<file path="src/rtl/load_store_unit.sv">
// load_store_unit: single-port memory access sequencer for RV32 loads/stores.
// Generates byte-lane enables and replicated store data, extends load data,
// and aborts with err on illegal funct3, bus timeout or (optionally) misalignment.
// Optional feature macro: LSU_MISALIGN_TRAP_EN (trap misaligned half/word accesses).
module load_store_unit #(
  parameter int unsigned WAIT_LIMIT = 255
) (
  input  logic        clk,
  input  logic        rst_n,
  input  logic        start,
  input  logic        is_store,
  input  logic [2:0]  funct3,
  input  logic [31:0] addr,
  input  logic [31:0] wdata,
  output logic        busy,
  output logic        done,
  output logic [31:0] rdata,
  output logic        err,
  output logic        mem_req,
  output logic        mem_we,
  output logic [31:0] mem_addr,
  output logic [3:0]  mem_be,
  output logic [31:0] mem_wdata,
  input  logic        mem_gnt,
  input  logic        mem_rvalid,
  input  logic [31:0] mem_rdata
);

  localparam int unsigned CW = (WAIT_LIMIT < 2) ? 1 : $clog2(WAIT_LIMIT);
  localparam logic [CW-1:0] CNT_LAST = CW'(WAIT_LIMIT - 1);

  typedef enum logic [1:0] {S_IDLE, S_REQ, S_WAIT, S_DONE} state_t;

  state_t        state;
  logic          st_q;
  logic [2:0]    f3_q;
  logic [1:0]    lo_q;
  logic [CW-1:0] cnt;

  logic          legal_c;
  logic          misal_c;
  logic [3:0]    st_be_c;
  logic [31:0]   st_wdata_c;

  // Select and extend the addressed byte/half of a read word.
  function automatic logic [31:0] load_ext(input logic [2:0] f3, input logic [1:0] lo,
                                           input logic [31:0] w);
    logic [7:0]  b;
    logic [15:0] h;
    case (lo)
      2'd0:    b = w[7:0];
      2'd1:    b = w[15:8];
      2'd2:    b = w[23:16];
      default: b = w[31:24];
    endcase
    h = lo[1] ? w[31:16] : w[15:0];
    case (f3)
      3'b000:  return {{24{b[7]}}, b};
      3'b001:  return {{16{h[15]}}, h};
      3'b100:  return {24'd0, b};
      3'b101:  return {16'd0, h};
      default: return w;
    endcase
  endfunction

  // Legal funct3 encodings for the requested direction.
  always_comb begin
    legal_c = 1'b0;
    case (funct3)
      3'b000, 3'b001, 3'b010: legal_c = 1'b1;
      3'b100, 3'b101:         legal_c = !is_store;
      default:                legal_c = 1'b0;
    endcase
  end

`ifdef LSU_MISALIGN_TRAP_EN
  // Half accesses need addr[0]=0, word accesses need addr[1:0]=0.
  assign misal_c = ((funct3[1:0] == 2'b01) && addr[0]) ||
                   ((funct3[1:0] == 2'b10) && (addr[1:0] != 2'b00));
`else
  assign misal_c = 1'b0;
`endif

  // Store lane enables and lane-replicated write data.
  always_comb begin
    st_be_c    = 4'b1111;
    st_wdata_c = wdata;
    case (funct3[1:0])
      2'b00: begin
        st_be_c    = 4'b0001 << addr[1:0];
        st_wdata_c = {4{wdata[7:0]}};
      end
      2'b01: begin
        st_be_c    = addr[1] ? 4'b1100 : 4'b0011;
        st_wdata_c = {2{wdata[15:0]}};
      end
      default: ;
    endcase
  end

  // Access sequencer: state, bus outputs and completion status.
  always_ff @(posedge clk) begin
    if (!rst_n) begin
      state     <= S_IDLE;
      st_q      <= 1'b0;
      f3_q      <= 3'd0;
      lo_q      <= 2'd0;
      cnt       <= '0;
      busy      <= 1'b0;
      done      <= 1'b0;
      err       <= 1'b0;
      rdata     <= 32'd0;
      mem_req   <= 1'b0;
      mem_we    <= 1'b0;
      mem_addr  <= 32'd0;
      mem_be    <= 4'd0;
      mem_wdata <= 32'd0;
    end else begin
      done <= 1'b0;
      err  <= 1'b0;
      case (state)
        S_IDLE: begin
          if (start) begin
            busy  <= 1'b1;
            rdata <= 32'd0;
            if (!legal_c || misal_c) begin
              state <= S_DONE;
              done  <= 1'b1;
              err   <= 1'b1;
            end else begin
              state     <= S_REQ;
              st_q      <= is_store;
              f3_q      <= funct3;
              lo_q      <= addr[1:0];
              cnt       <= '0;
              mem_req   <= 1'b1;
              mem_we    <= is_store;
              mem_addr  <= {addr[31:2], 2'b00};
              mem_be    <= is_store ? st_be_c : 4'b1111;
              mem_wdata <= is_store ? st_wdata_c : 32'd0;
            end
          end
        end
        S_REQ: begin
          if (mem_gnt) begin
            mem_req <= 1'b0;
            cnt     <= '0;
            if (st_q) begin
              state <= S_DONE;
              done  <= 1'b1;
            end else begin
              state <= S_WAIT;
            end
          end else if (cnt == CNT_LAST) begin
            mem_req <= 1'b0;
            state   <= S_DONE;
            done    <= 1'b1;
            err     <= 1'b1;
            rdata   <= 32'd0;
          end else begin
            cnt <= cnt + CW'(1);
          end
        end
        S_WAIT: begin
          if (mem_rvalid) begin
            rdata <= load_ext(f3_q, lo_q, mem_rdata);
            state <= S_DONE;
            done  <= 1'b1;
          end else if (cnt == CNT_LAST) begin
            state <= S_DONE;
            done  <= 1'b1;
            err   <= 1'b1;
            rdata <= 32'd0;
          end else begin
            cnt <= cnt + CW'(1);
          end
        end
        default: begin
          state  <= S_IDLE;
          busy   <= 1'b0;
          mem_we <= 1'b0;
        end
      endcase
    end
  end

endmodule

</file>
<file path="config.mk">
export PLATFORM = sky130hd
export DESIGN_NAME = load_store_unit
export DESIGN_NICKNAME = d
export VERILOG_FILES = /design/src/rtl/load_store_unit.sv
export SDC_FILE = /design/constraint.sdc
export NUM_CORES = 1
export LEC_CHECK = 0
export ABC_AREA = 1
export CELL_PAD_IN_SITES_DETAIL_PLACEMENT = 1
export CELL_PAD_IN_SITES_GLOBAL_PLACEMENT = 1
export CORE_MARGIN = 8
export CORE_UTILIZATION = 33
export DETAILED_ROUTE_END_ITERATION = 16
export HOLD_SLACK_MARGIN = 0.03
export PLACE_DENSITY_LB_ADDON = 0.1
export SLEW_MARGIN = 20
export SYNTH_ARGS = -nofsm -noshare
export SYNTH_HDL_FRONTEND = slang
export SYNTH_SLANG_ARGS = --single-unit
</file>
<file path="constraint.sdc">
create_clock -name clk -period 3.8 [get_ports clk]
set_input_delay 0.38 -clock clk [delete_from_list [all_inputs] [get_ports clk]]
set_output_delay 0.38 -clock clk [all_outputs]
set_load 0.02 [all_outputs]
</file>
# Word-level counts from Yosys, hierarchy flattened
# Cells that the tools add are included.
[totals]
ff_bits = 119
output_inout_bits = 105
[op_classes]
bitwise_logic = 1
eq_ne = 18
add_sub_neg = 1
n_mux = 47
reduce_logical = 17
n_shift = 1
[ops]
columns = ["cell", "count"]
rows = [
  ["2-to-1 mux 32 bit", 5],
  ["case mux 32 bit (4 select lines)", 1],
  ["case mux 32 bit (3 select lines)", 1],
  ["case mux 32 bit (2 select lines)", 1],
  ["case mux 8 bit (3 select lines)", 2],
  ["2-to-1 mux 8 bit", 5],
  ["2-to-1 mux 1 bit", 16],
  ["2-to-1 mux 16 bit", 1],
  ["equality test 3 bit, second input constant", 4],
  ["2-to-1 mux 2 bit", 5],
  ["AND reduction 3 bit", 3],
  ["adder 8 x 1 -> 8 bit, second input constant", 1],
  ["equality test 8 bit, second input constant", 1],
  ["2-to-1 mux 4 bit", 2],
  ["!= test 2 bit, second input constant", 4],
  ["case mux 1 bit (2 select lines)", 4],
  ["case mux 4 bit (2 select lines)", 1],
  ["AND reduction 4 bit", 2],
  ["equality test 2 x 1 -> 1 bit, second input constant", 3],
  ["equality test 3 x 1 -> 1 bit, second input constant", 2],
  ["zero test 2 bit", 3],
  ["zero test 3 bit", 2],
  ["case mux 1 bit (3 select lines)", 2],
  ["case mux 2 bit (3 select lines)", 1],
  ["other kinds (11)", 13],
]

# Longest topological paths before layout
# Gate-level depths: netlist of the first run.
[logic_depth]
depth_word = 6
ltp_mapped = 10
ltp_nobuf = 10

# Least setup slack after synthesis of the first run
# Ideal clock, no wire load.
[synth_path]
path_type = "register -> register"
from = "register state[0]"
to = "register cnt[6]"
synth_period_minus_slack_ns = 1.641
path_stages_with_launch = 10
arrival_ns = 1.570
path_slack_ns = 2.159
setup_time_ns = 0.070
path_cell_list = "dfxtp_1 > inv_1 > ha_1 > nand2_2 > nand2_2 > a21oi_1 > nand2_4 > nor2_4 > nand2_1 > a21oi_1"
[synth_between]
elab_chain_len = 3
elab_cells_between_ends = 9
[synth_lines]
columns = ["item", "line_no", "rtl"]
rows = [
  ["start, declared", "34", "state_t state;"],
  ["start signal, assigned", "104", "state <= S_IDLE;"],
  ["start signal, assigned", "127", "state <= S_DONE;"],
  ["start signal, assigned", "131", "state <= S_REQ;"],
  ["equality test 2 bit (tied with other cells)", "121", "case (state)"],
  ["!= test 2 bit (no source line) or nonzero test 3 bit (tied branches)", "-", ""],
  ["AND reduction 4 bit (no source line)", "-", ""],
  ["end signal, assigned", "161", "cnt <= cnt + CW'(1);"],
  ["end signal, assigned", "175", "cnt <= cnt + CW'(1);"],
  ["end, declared", "38", "logic [CW-1:0] cnt;"],
]
# Parallel ways exist; a longest one is shown, timed or not.
# A chain may end at the register's enable or synchronous reset.

# Worst setup path after layout of the first run
[layout_path]
from = "register state[0]"
to = "register rdata[28]"
[layout_between]
elab_chain_len = 3
elab_cells_between_ends = 8
[layout_lines]
columns = ["item", "line_no", "rtl"]
rows = [
  ["equality test 2 x 1 -> 1 bit (tied with other cells)", "121", ""],
  ["!= test 2 bit (no source line) or nonzero test 3 bit (tied branches)", "-", ""],
  ["AND reduction 3 bit (no source line)", "-", ""],
  ["end signal, assigned", "166", "rdata <= load_ext(f3_q, lo_q, mem_rdata);"],
  ["end, declared", "17", "output logic [31:0] rdata,"],
]
# Parallel ways exist; a longest one is shown, timed or not.

==> results.sh, run 1 <==
export IMPL_critPathSlowestCell="dfxtp_1"
export IMPL_yosysUniqueCellTypes=29
export IMPL_min_to="mem_addr[7]$_SDFFE_PN0P_"
export IMPL_fillers=2064
export IMPL_die_h_um=145
export IMPL_fin_total_pwr_mw=4.59
export IMPL_holdWs_ns=0.463
export IMPL_worst_slack_ns=1.70
export IMPL_ys_flop_type="dfxtp_1"
export IMPL_row_count=47
export IMPL_dpl_hpwl_um=14600
export IMPL_cts_sinks=119
export IMPL_die_area_um2=21100
export IMPL_ff2ff_path_depth=9
export IMPL_mostFrequentLayoutCells="nand2_1, clkdlybuf4s50_1, a21oi_1"
export IMPL_h_tree_depth=4
export IMPL_synth_cells=801
export IMPL_critPathArrivalTime_ns=2.44
export IMPL_routabilityCongestion=0.749
export IMPL_dp_slack_ns=1.31
export IMPL_r2r_start="state[0]$_SDFFE_PN0N_"
export IMPL_clockBufferDepth=2
export IMPL_cpMostUsedCell="nand2_2"
export IMPL_ctsResizeCount=0
export IMPL_status="finished, final reports clean"
export IMPL_final_net_count=1099
export IMPL_grt_setup_unrepaired="false"
export IMPL_hold_path_depth=2
export IMPL_slew_violations=0
export IMPL_synth_seq_cells=119
export IMPL_antenna_left=0
export IMPL_fin_area_um2=8330
export IMPL_fin_tns_setup_ns=0
export IMPL_fmax_mhz=477
export IMPL_power_density_nw_per_um2=551
export IMPL_r2r_end="rdata[28]$_SDFFE_PN0P_"
export IMPL_insertion_delay_ns=0.42
export IMPL_die_w_um=145
export IMPL_gr_total_overflow=0
export IMPL_ff_latch_area_um2=2380
export IMPL_routed_via_count=5821
export IMPL_grt_pass1_vias=6153
export IMPL_syn_avg_cell_area_um2=6.90
export IMPL_async_reset_ff_share_pct=0
export IMPL_finalHoldViolCount=0
export IMPL_critPathMaxStageDelay_ns=0.41
export IMPL_finalCritPeriodShare_pct=55.2
export IMPL_worst_pin_slew_ns=0.795
export IMPL_drive_gt1_share_pct=6.11
export IMPL_peakVddDrop_mv=0.351
export IMPL_drv_cap=0
export IMPL_cts_buffers=17
export IMPL_synth_edf_count=0
export IMPL_share_clk_of_total_power_pct=39.4
export IMPL_max_slew_margin_pct=47.0
export IMPL_worstPathCellList="inv_1, ha_1, nand2_2, nand2_2, a21oi_2, nand2_2, inv_2, nand3_1, a21oi_1"
export IMPL_hp_start="mem_addr[7]$_SDFFE_PN0P_"
export IMPL_power_frac_comb_pct=28.6
export IMPL_start_util_pct=33.6
export IMPL_syn_area_um2=5530
export IMPL_switchingPower_mw=1.51
export IMPL_post_route_drc_count=0
export IMPL_grt_pass1_wl_um=33000
export IMPL_fin_crit_ns=2.10
export IMPL_crit_required_ns=4.14
export IMPL_p_leak_nw=3.17
export IMPL_post_cts_buffers=0
export IMPL_reg2reg_slack_ns=1.70
export IMPL_yosysSeqAreaShare_pct=43.1
export IMPL_wl_per_cell_um=16.6
export IMPL_worstSetupPathDepth=9
export IMPL_p_sw_share_pct=32.8
export IMPL_numPortBuffers=207
export IMPL_grt_max_degree=82
export IMPL_post_dp_cell_area_um2=7670
export IMPL_final_common_cell="nand2_1"
export IMPL_clk_pin_slew_worst_paths_ns=0.06
export IMPL_worstPathMaxFanout=23
export IMPL_intPower_mw=3.08
export IMPL_hp_class="reg2reg"
export IMPL_power_frac_seq_pct=32.0
export IMPL_clock_skew_ns=0.00496
export IMPL_drt_pass1_iter_count=4
export IMPL_core_area_um2=16500
export IMPL_yosysWarnings=0
export IMPL_wl_um=20200
export IMPL_worst_setup_path_type="reg2reg"
export IMPL_num_io_pins=210
export IMPL_cpLargestDelayFamily="simple AND/OR/NAND/NOR gates"
export IMPL_path_buf_inv=2
export IMPL_grt_antenna_before_repair=1
export IMPL_worstSetupStartpointType="flip-flop"
export IMPL_drt_iter0_markers=278
export IMPL_finalSetupViolCount=0
export IMPL_cts_root_buf="clkbuf_16"
export IMPL_cts_tree="built"
export IMPL_end_kind="flip-flop"
export IMPL_antenna_cells=0
export IMPL_syn_to_final_growth_pct=50.8
export IMPL_cts_hold_fix_buffers=0
export IMPL_multi_input_area_um2=2660
export IMPL_grt_use_total_pct=19.1
export IMPL_viasPerCell=4.78
[worst max-delay path by stage]
stage,slack (ns),startpoint,end
floorplan,2.16,state[0]$_SDFFE_PN0N_,cnt[6]$_SDFFE_PN0P_
global placement,1.36,start,rdata[28]$_SDFFE_PN0P_
detailed placement,1.31,start,rdata[7]$_SDFFE_PN0P_
CTS,1.38,state[0]$_SDFFE_PN0N_,rdata[14]$_SDFFE_PN0P_
global route,1.49,state[0]$_SDFFE_PN0N_,rdata[27]$_SDFFE_PN0P_
finish,1.70,state[0]$_SDFFE_PN0N_,rdata[28]$_SDFFE_PN0P_
[flip-flops by register name (all words and copies together) (netlist names)]
register   flops
st_q           1
rdata         32
state          2
mem_req        1
cnt            8
lo_q           2
mem_we         1
mem_addr      30
f3_q           3
done           1
busy           1
err            1
mem_wdata     32
mem_be         4
[synth_stat cells (3+ instances only)]
master | instances | area [um2]
a21oi_1 | 132 | 661
ha_1 | 7 | 87.6
nand3_1 | 32 | 160
buf_6 | 4 | 45.0
nand3b_1 | 3 | 22.5
a21oi_2 | 3 | 26.3
o21ai_0 | 35 | 175
nand2_2 | 4 | 25.0
dfxtp_1 | 119 | 2380
nor2_1 | 30 | 113
buf_4 | 8 | 60.1
clkbuf_1 | 19 | 71.3
inv_2 | 5 | 18.8
o211ai_1 | 21 | 158
or2_2 | 10 | 62.6
nand2_1 | 274 | 1030
inv_1 | 61 | 229
nor3_1 | 9 | 45.0
buf_2 | 12 | 60.1
[per-layer routing]
layer	wire length (um)	vias to the layer above	share of wire, %	global-route usage (%)
met5	17	-	0.084	0
met4	221	2	1.1	4.95
met3	1740	22	8.6	9.14
met2	9800	141	49	32.3
met1	8410	2699	42	21.2
li1	-	2957	-	-
[power groups by stage]
stage	sequential (mW)	combinational, mW	clock [mW]
after floorplan	1.57	0.754	0
after global placement	1.49	1.32	0
after detailed placement	1.49	1.32	0
after CTS	1.47	1.33	1.84
after global routing	1.48	1.45	1.90
final	1.47	1.31	1.81
[worst min-delay path: stages, from the launching register on]
cell and delay [ns]:
dfxtp_1 0.30, nand2_1 0.06, a21oi_1 0.05
[cells by family (layout without fill, tap and decap cells)]
family / count (synthesis) / in the layout / synth area share [%]
flip-flops: 119 / 119 / 43.1
buffers and inverters: 111 / 308 / 8.94
AND/OR/NAND/NOR: 369 / 369 / 27.5
adder cells (fa/ha/maj): 7 / 7 / 1.59
AO/OA/AOI/OAI: 194 / 194 / 18.8
other: 1 / 2 / 0.0679
[area by class of cell]
type	instances	area share [%]
multi-input cells	572	31.9
clock buffers	23	5.86
clock inverters	8	2.01
well taps	220	3.30
repair buffers	211	25.4
flip-flops and latches	119	28.6
inverters	66	2.99
[per-stage QoR]
stage / util [%] / std cells
3_5_place_dp: 46.6 / 1188
2_1_floorplan: - / 802
6_report: 50.6 / 1219
5_1_grt: 50.6 / 1219
3_3_place_gp: 46.6 / 1188
4_1_cts: 50.6 / 1219
No activity file was read; power rests on OpenSTA's default activity.
==> inputs of run 2 (changes only) <==
- CORE_UTILIZATION: 33 -> 30
- clock period: 3.8 -> 2.1 ns (I/O delays scaled with it)
==> run 2 against run 1 <==
Clock skew up 0.0049 ns. Fmax up 10%. Core utilization down 3.9 points. Critical path depth down 1. Largest cell class unchanged.
==> results.sh, run 2 (synthesis gave the netlist of run 1 again) <==
export IMPL_gr_total_overflow=0
export IMPL_critPathMaxStageDelay_ns=0.41
export IMPL_final_common_cell="nand2_1"
export IMPL_wl_um=20500
export IMPL_drv_cap=0
export IMPL_grt_max_degree=53
export IMPL_critPathSlowestCell="dfxtp_1"
export IMPL_die_w_um=152
export IMPL_grt_pass1_wl_um=31900
export IMPL_worstPathCellList="inv_1, ha_1, inv_1, nor2_1, nand2_2, inv_2, nand3_1, a21oi_1"
export IMPL_finalHoldViolCount=0
export IMPL_clock_skew_ns=0.00982
export IMPL_core_area_um2=18000
export IMPL_routed_via_count=5809
export IMPL_cts_tree="built"
export IMPL_power_density_nw_per_um2=942
export IMPL_grt_setup_unrepaired="false"
export IMPL_worstSetupStartpointType="flip-flop"
export IMPL_syn_to_final_growth_pct=52.4
export IMPL_cts_buffers=17
export IMPL_post_route_util_pct=46.7
export IMPL_antenna_left=0
export IMPL_grt_use_total_pct=17.7
export IMPL_p_leak_nw=3.20
export IMPL_row_count=49
export IMPL_max_slew_margin_pct=65.8
export IMPL_ff_latch_area_um2=2380
export IMPL_insertion_delay_ns=0.41
export IMPL_cts_hold_fix_buffers=0
export IMPL_routabilityCongestion=0.784
export IMPL_die_area_um2=23000
export IMPL_start_util_pct=30.7
export IMPL_multi_input_area_um2=2650
export IMPL_peakVddDrop_mv=0.590
export IMPL_fmax_mhz=526
export IMPL_die_h_um=152
export IMPL_numPortBuffers=207
export IMPL_holdWs_ns=0.350
export IMPL_cts_root_buf="clkbuf_16"
export IMPL_fin_crit_ns=1.90
export IMPL_fin_tns_setup_ns=0
export IMPL_wl_per_cell_um=16.5
export IMPL_hp_class="in2reg"
export IMPL_finalSetupViolCount=0
export IMPL_ctsResizeCount=0
export IMPL_worst_pin_slew_ns=0.513
export IMPL_final_net_count=1116
export IMPL_cts_sinks=119
export IMPL_dpl_hpwl_um=15400
export IMPL_drive_gt1_share_pct=7.87
export IMPL_viasPerCell=4.66
export IMPL_num_io_pins=210
export IMPL_antenna_cells=0
export IMPL_crit_required_ns=2.44
export IMPL_clk_pin_slew_worst_paths_ns=0.06
export IMPL_end_kind="flip-flop"
export IMPL_status="finished, final reports clean"
export IMPL_finalCritPeriodShare_pct=90.6
export IMPL_post_cts_buffers=0
export IMPL_worst_setup_path_type="reg2reg"
export IMPL_slew_violations=0
export IMPL_cpMostUsedCell="inv_1"
export IMPL_h_tree_depth=4
export IMPL_reg_top3="mem_wdata (32), rdata (32), mem_addr (30)"
export IMPL_drt_pass1_iter_count=4
export IMPL_post_route_drc_count=0
export IMPL_drt_iter0_markers=226
export IMPL_critPathArrivalTime_ns=2.24
export IMPL_clockBufferDepth=2
export IMPL_fillers=2256
export IMPL_mostFrequentLayoutCells="nand2_1, clkdlybuf4s50_1, a21oi_1"
export IMPL_worstPathMaxFanout=23
export IMPL_grt_pass1_vias=5966
export IMPL_grt_antenna_before_repair=0
==> run 2: cell type report <==
| type | instances | area share (%) |
|---|---|---|
| Clock buffer | 18 | 5.22 |
| Sequential cell | 119 | 28.3 |
| Timing Repair Buffer | 228 | 27.1 |
| Inverter | 66 | 2.96 |
| Tap cell | 229 | 3.40 |
| Multi-Input combinational cell | 572 | 31.5 |
| Clock inverter | 14 | 1.55 |
==> run 2: path summary, 6_finish.rpt <==
check,start,end,slack (ns),cells after the start
max,state[0]$_SDFFE_PN0N_,rdata[6]$_SDFFE_PN0P_,0.20,8
min,addr[10],mem_addr[10]$_SDFFE_PN0P_,0.35,3
max reg2reg,state[0]$_SDFFE_PN0N_,rdata[6]$_SDFFE_PN0P_,0.20,8
min reg2reg,mem_addr[2]$_SDFFE_PN0P_,mem_addr[2]$_SDFFE_PN0P_,0.46,2
==> run 2: worst max-delay path: cells and delay by family, from the launching register on <==
kind | cells | cell delay [ns]
buffers and inverters | 3 | 0.51
and+or+nand+nor | 3 | 0.38
adders and majority gates | 1 | 0.37
AOI/OAI and AO/OA | 1 | 0.16
DFF | 1 | 0.41
==> run 2: per-layer routing <==
metal / global-route usage (%) / routed length (um)
met5: 0 / 0
met4: 3.97 / 111
met1: 20.2 / 8620
met3: 8.46 / 1960
met2: 29.3 / 9840
==> run 2: through the flow <==
step	cells	area (um2)	setup slack [ns]	total power, mW
2_1_floorplan	802	5530	0.459	4.21
3_3_place_gp	1214	7850	0.232	5.20
3_5_place_dp	1214	7850	0.191	5.22
4_1_cts	1246	8420	0.189	8.06
5_1_grt	1246	8420	0.00886	8.42
6_report	1246	8420	0.198	7.93
==> run 2: report_power, final <==
part	leakage (nW)	internal, mW	switching (mW)
clock	0.264	1.66	1.13
combinational	1.97	0.971	1.54
sequential	0.965	2.48	0.152
total	3.20	5.11	2.82
==> inputs of run 3 (changes only) <==
- ABC_AREA: 1 -> not set
- CAP_MARGIN: not set -> 20
- CORE_UTILIZATION: 30 -> 32
==> run 3 against run 2 <==
Clock power increased by 29%. Register-to-register slack got worse by 0.11 ns. Sequential share of layout area shrank 1.4 points. Power rose by 7.7%. Global-route usage increased by 1.9 points. First-iteration DRC count up 1.3%. Wire length is 6.4% higher. Via count increased by 0.41%. Critical path type unchanged. Critical endpoint is now rdata[9]$_SDFFE_PN0P_.
==> results.sh, run 3 <==
export IMPL_status="finished, final reports clean"
export IMPL_final_net_count=992
export IMPL_h_tree_depth=4
export IMPL_worstSetupStartpointType="flip-flop"
export IMPL_viasPerCell=5.22
export IMPL_worstPathCellList="inv_1, ha_4, nand4_1, or4b_4, a211oi_4, a221o_1"
export IMPL_async_reset_ff_share_pct=0
export IMPL_antenna_left=0
export IMPL_mostFrequentLayoutCells="clkdlybuf4s50_1, nand2_1, dfxtp_1"
export IMPL_syn_to_final_growth_pct=58.2
export IMPL_post_synth_fa_ha_maj_area_fraction_pct=1.56
export IMPL_hp_class="in2reg"
export IMPL_reg2reg_slack_ns=0.09
export IMPL_core_area_um2=17200
export IMPL_die_w_um=148
export IMPL_synth_mux_area_share_pct=5.39
export IMPL_critPathArrivalTime_ns=2.37
export IMPL_critPathMaxStageDelay_ns=0.60
export IMPL_cts_hold_fix_buffers=0
export IMPL_peakVddDrop_mv=0.593
export IMPL_synth_most_common_cell="nand2_1"
export IMPL_wl_met3_um=1950
export IMPL_routabilityCongestion=0.786
export IMPL_critPathSlowestCell="or4b_4"
export IMPL_worst_pin_slew_ns=0.580
export IMPL_drt_pass1_iter_count=4
export IMPL_finalCritPeriodShare_pct=95.8
export IMPL_yosysWarnings=0
export IMPL_ys_flop_type="dfxtp_1"
export IMPL_cts_sinks=119
export IMPL_clk_pin_slew_worst_paths_ns=0.06
export IMPL_netlist_top_cells_area="dfxtp_1, nand2_1, a21oi_1, nand3_1, mux2_2"
export IMPL_drt_iter0_markers=229
export IMPL_grt_pass1_wl_um=34500
export IMPL_die_h_um=148
export IMPL_top_layer="met4"
export IMPL_end_kind="flip-flop"
export IMPL_yosysSeqAreaShare_pct=42.4
export IMPL_fin_crit_ns=2.01
export IMPL_syn_avg_cell_area_um2=8.41
export IMPL_dpl_hpwl_um=16100
export IMPL_cts_buffers=17
export IMPL_clock_skew_ns=0.00863
export IMPL_routed_via_count=5833
export IMPL_wl_per_cell_um=19.5
export IMPL_synth_top_area_cell="dfxtp_1"
export IMPL_synth_simple_area_share_pct=21.0
export IMPL_post_route_drc_count=0
export IMPL_synth_seq_cells=119
export IMPL_final_common_cell="clkdlybuf4s50_1"
export IMPL_wl_met2_um=10700
export IMPL_worst_setup_path_type="reg2reg"
export IMPL_num_io_pins=210
export IMPL_yosysUniqueCellTypes=55
export IMPL_dp_cells=1081
export IMPL_die_area_um2=22000
export IMPL_grt_max_degree=80
export IMPL_synth_cells=668
export IMPL_clockBufferDepth=2
export IMPL_switchingPower_mw=2.56
export IMPL_finalSetupViolCount=0
export IMPL_fmax_mhz=497
export IMPL_cts_tree="built"
export IMPL_post_route_util_pct=51.5
export IMPL_grt_use_total_pct=19.6
export IMPL_p_leak_nw=3.16
export IMPL_start_util_pct=32.6
export IMPL_power_frac_comb_pct=27.8
export IMPL_wl_um=21800
export IMPL_synth_top_family_by_area="compound AO/OA/AOI/OAI gates"
export IMPL_p_sw_share_pct=29.9
export IMPL_antenna_cells=0
export IMPL_finalHoldViolCount=0
export IMPL_reg_top3="mem_wdata (32), rdata (32), mem_addr (30)"
export IMPL_drv_cap=0
export IMPL_grt_pass1_vias=6365
export IMPL_worstPathMaxFanout=6
export IMPL_numPortBuffers=207
export IMPL_max_slew_margin_pct=60.3
export IMPL_intPower_mw=5.99
export IMPL_crit_required_ns=2.46
export IMPL_share_clk_of_total_power_pct=42.2
export IMPL_synth_compound_area_share_pct=24.6
export IMPL_yosysTopAreaCellShare_pct=42.4
export IMPL_syn_area_um2=5620
export IMPL_synthXorXnorAreaFrac_pct=0
export IMPL_drive_gt1_share_pct=14.1
export IMPL_cts_root_buf="clkbuf_16"
export IMPL_yosys_top_cells_count="nand2_1, dfxtp_1, a21oi_1, nand3_1, clkbuf_1"
export IMPL_synth_edf_count=0
export IMPL_power_frac_seq_pct=30.1
export IMPL_power_density_nw_per_um2=962
export IMPL_final_cells=1118
export IMPL_grt_antenna_before_repair=0
export IMPL_gr_total_overflow=0
export IMPL_row_count=48
export IMPL_wl_met1_um=8660
export IMPL_insertion_delay_ns=0.41
export IMPL_slew_violations=0
run 3: cell types whose count changed in the layout (fill, tap and decap cells not counted), moves of 11 or more:
cell	previous run	this run
o211ai_1	21	1
o2bb2ai_1	0	13
nor2b_1	0	24
nand2b_1	0	11
a22o_1	0	14
nand2_1	274	134
mux2_2	0	18
nor2_1	30	15
o21ai_0	35	17
buf_4	17	33
inv_1	61	9
a21oi_1	132	83
run 3: final timing paths:
kind / start / cells after the start / endpoint
max: state[1]$_SDFFE_PN0N_ / 6 / rdata[9]$_SDFFE_PN0P_
min: addr[15] / 3 / mem_addr[15]$_SDFFE_PN0P_
max reg2reg: state[1]$_SDFFE_PN0N_ / 6 / rdata[9]$_SDFFE_PN0P_
min reg2reg: mem_addr[27]$_SDFFE_PN0P_ / 2 / mem_addr[27]$_SDFFE_PN0P_
run 3: power groups by stage:
stage	Sequential, mW	Clock, mW	Combinational (mW)
floorplan	2.77	0	1.05
global placement	2.59	0	2.21
finish	2.57	3.60	2.37
CTS	2.57	3.67	2.32
detailed placement	2.61	0	2.27
global route	2.59	3.78	2.57
run 3: per-stage QoR:
| step | area, um2 | setup WS (ns) | power, mW | hold WS, ns | TNS, ns |
|---|---|---|---|---|---|
| 2_1_floorplan | 5620 | 0.0205 | 3.82 | 0.346 | 0 |
| 3_3_place_gp | 8070 | 0.0811 | 4.80 | 0.440 | 0 |
| 3_5_place_dp | 8070 | -0.0460 | 4.88 | 0.448 | -0.276 |
| 4_1_cts | 8820 | 0.0224 | 8.55 | 0.321 | 0 |
| 5_1_grt | 8880 | -0.0114 | 8.94 | 0.330 | -0.0456 |
| 6_report | 8880 | 0.0888 | 8.55 | 0.336 | 0 |
run 3: logic make-up after synthesis:
group,Yosys count
and+or+nand+nor,254
AOI/OAI and AO/OA,194
DFF,119
buffers and inverters,65
muxes,28
adders and majority gates,7
other,1
run 3: routing by layer:
| metal | vias to the layer above | GRT usage, % |
|---|---|---|
| li1 | 2802 | - |
| met3 | 41 | 8.17 |
| met4 | 0 | 7.96 |
| met1 | 2809 | 21.6 |
| met5 | - | 0 |
| met2 | 181 | 32.7 |
run 3: what timing repair did:
item	in CTS	in global routing
resized for setup	4	8
hold endpoints to repair	0	0
gates cloned	1	0
pin swaps	2	2
endpoints found under the setup margin	25	36
setup buffers	1	3
run 3: layout make-up:
type                       instances  area, um2
fill                            1975       8350
clock buffer                      17        425
tap                              225        282
inverter                          11       43.8
multi-input combinational        486       3020
sequential                       119       2390
clock inverter                    15        299
timing repair buffer             245       2420
run 3: critical path, delay by kind of cell, from the launching register on:
kind / cells / cell delay [ns]
flip-flops: 1 / 0.36
adder cells (fa/ha/maj): 1 / 0.28
AO/OA/AOI/OAI: 2 / 0.52
AND/OR/NAND/NOR: 2 / 0.72
buffers and inverters: 1 / 0.08
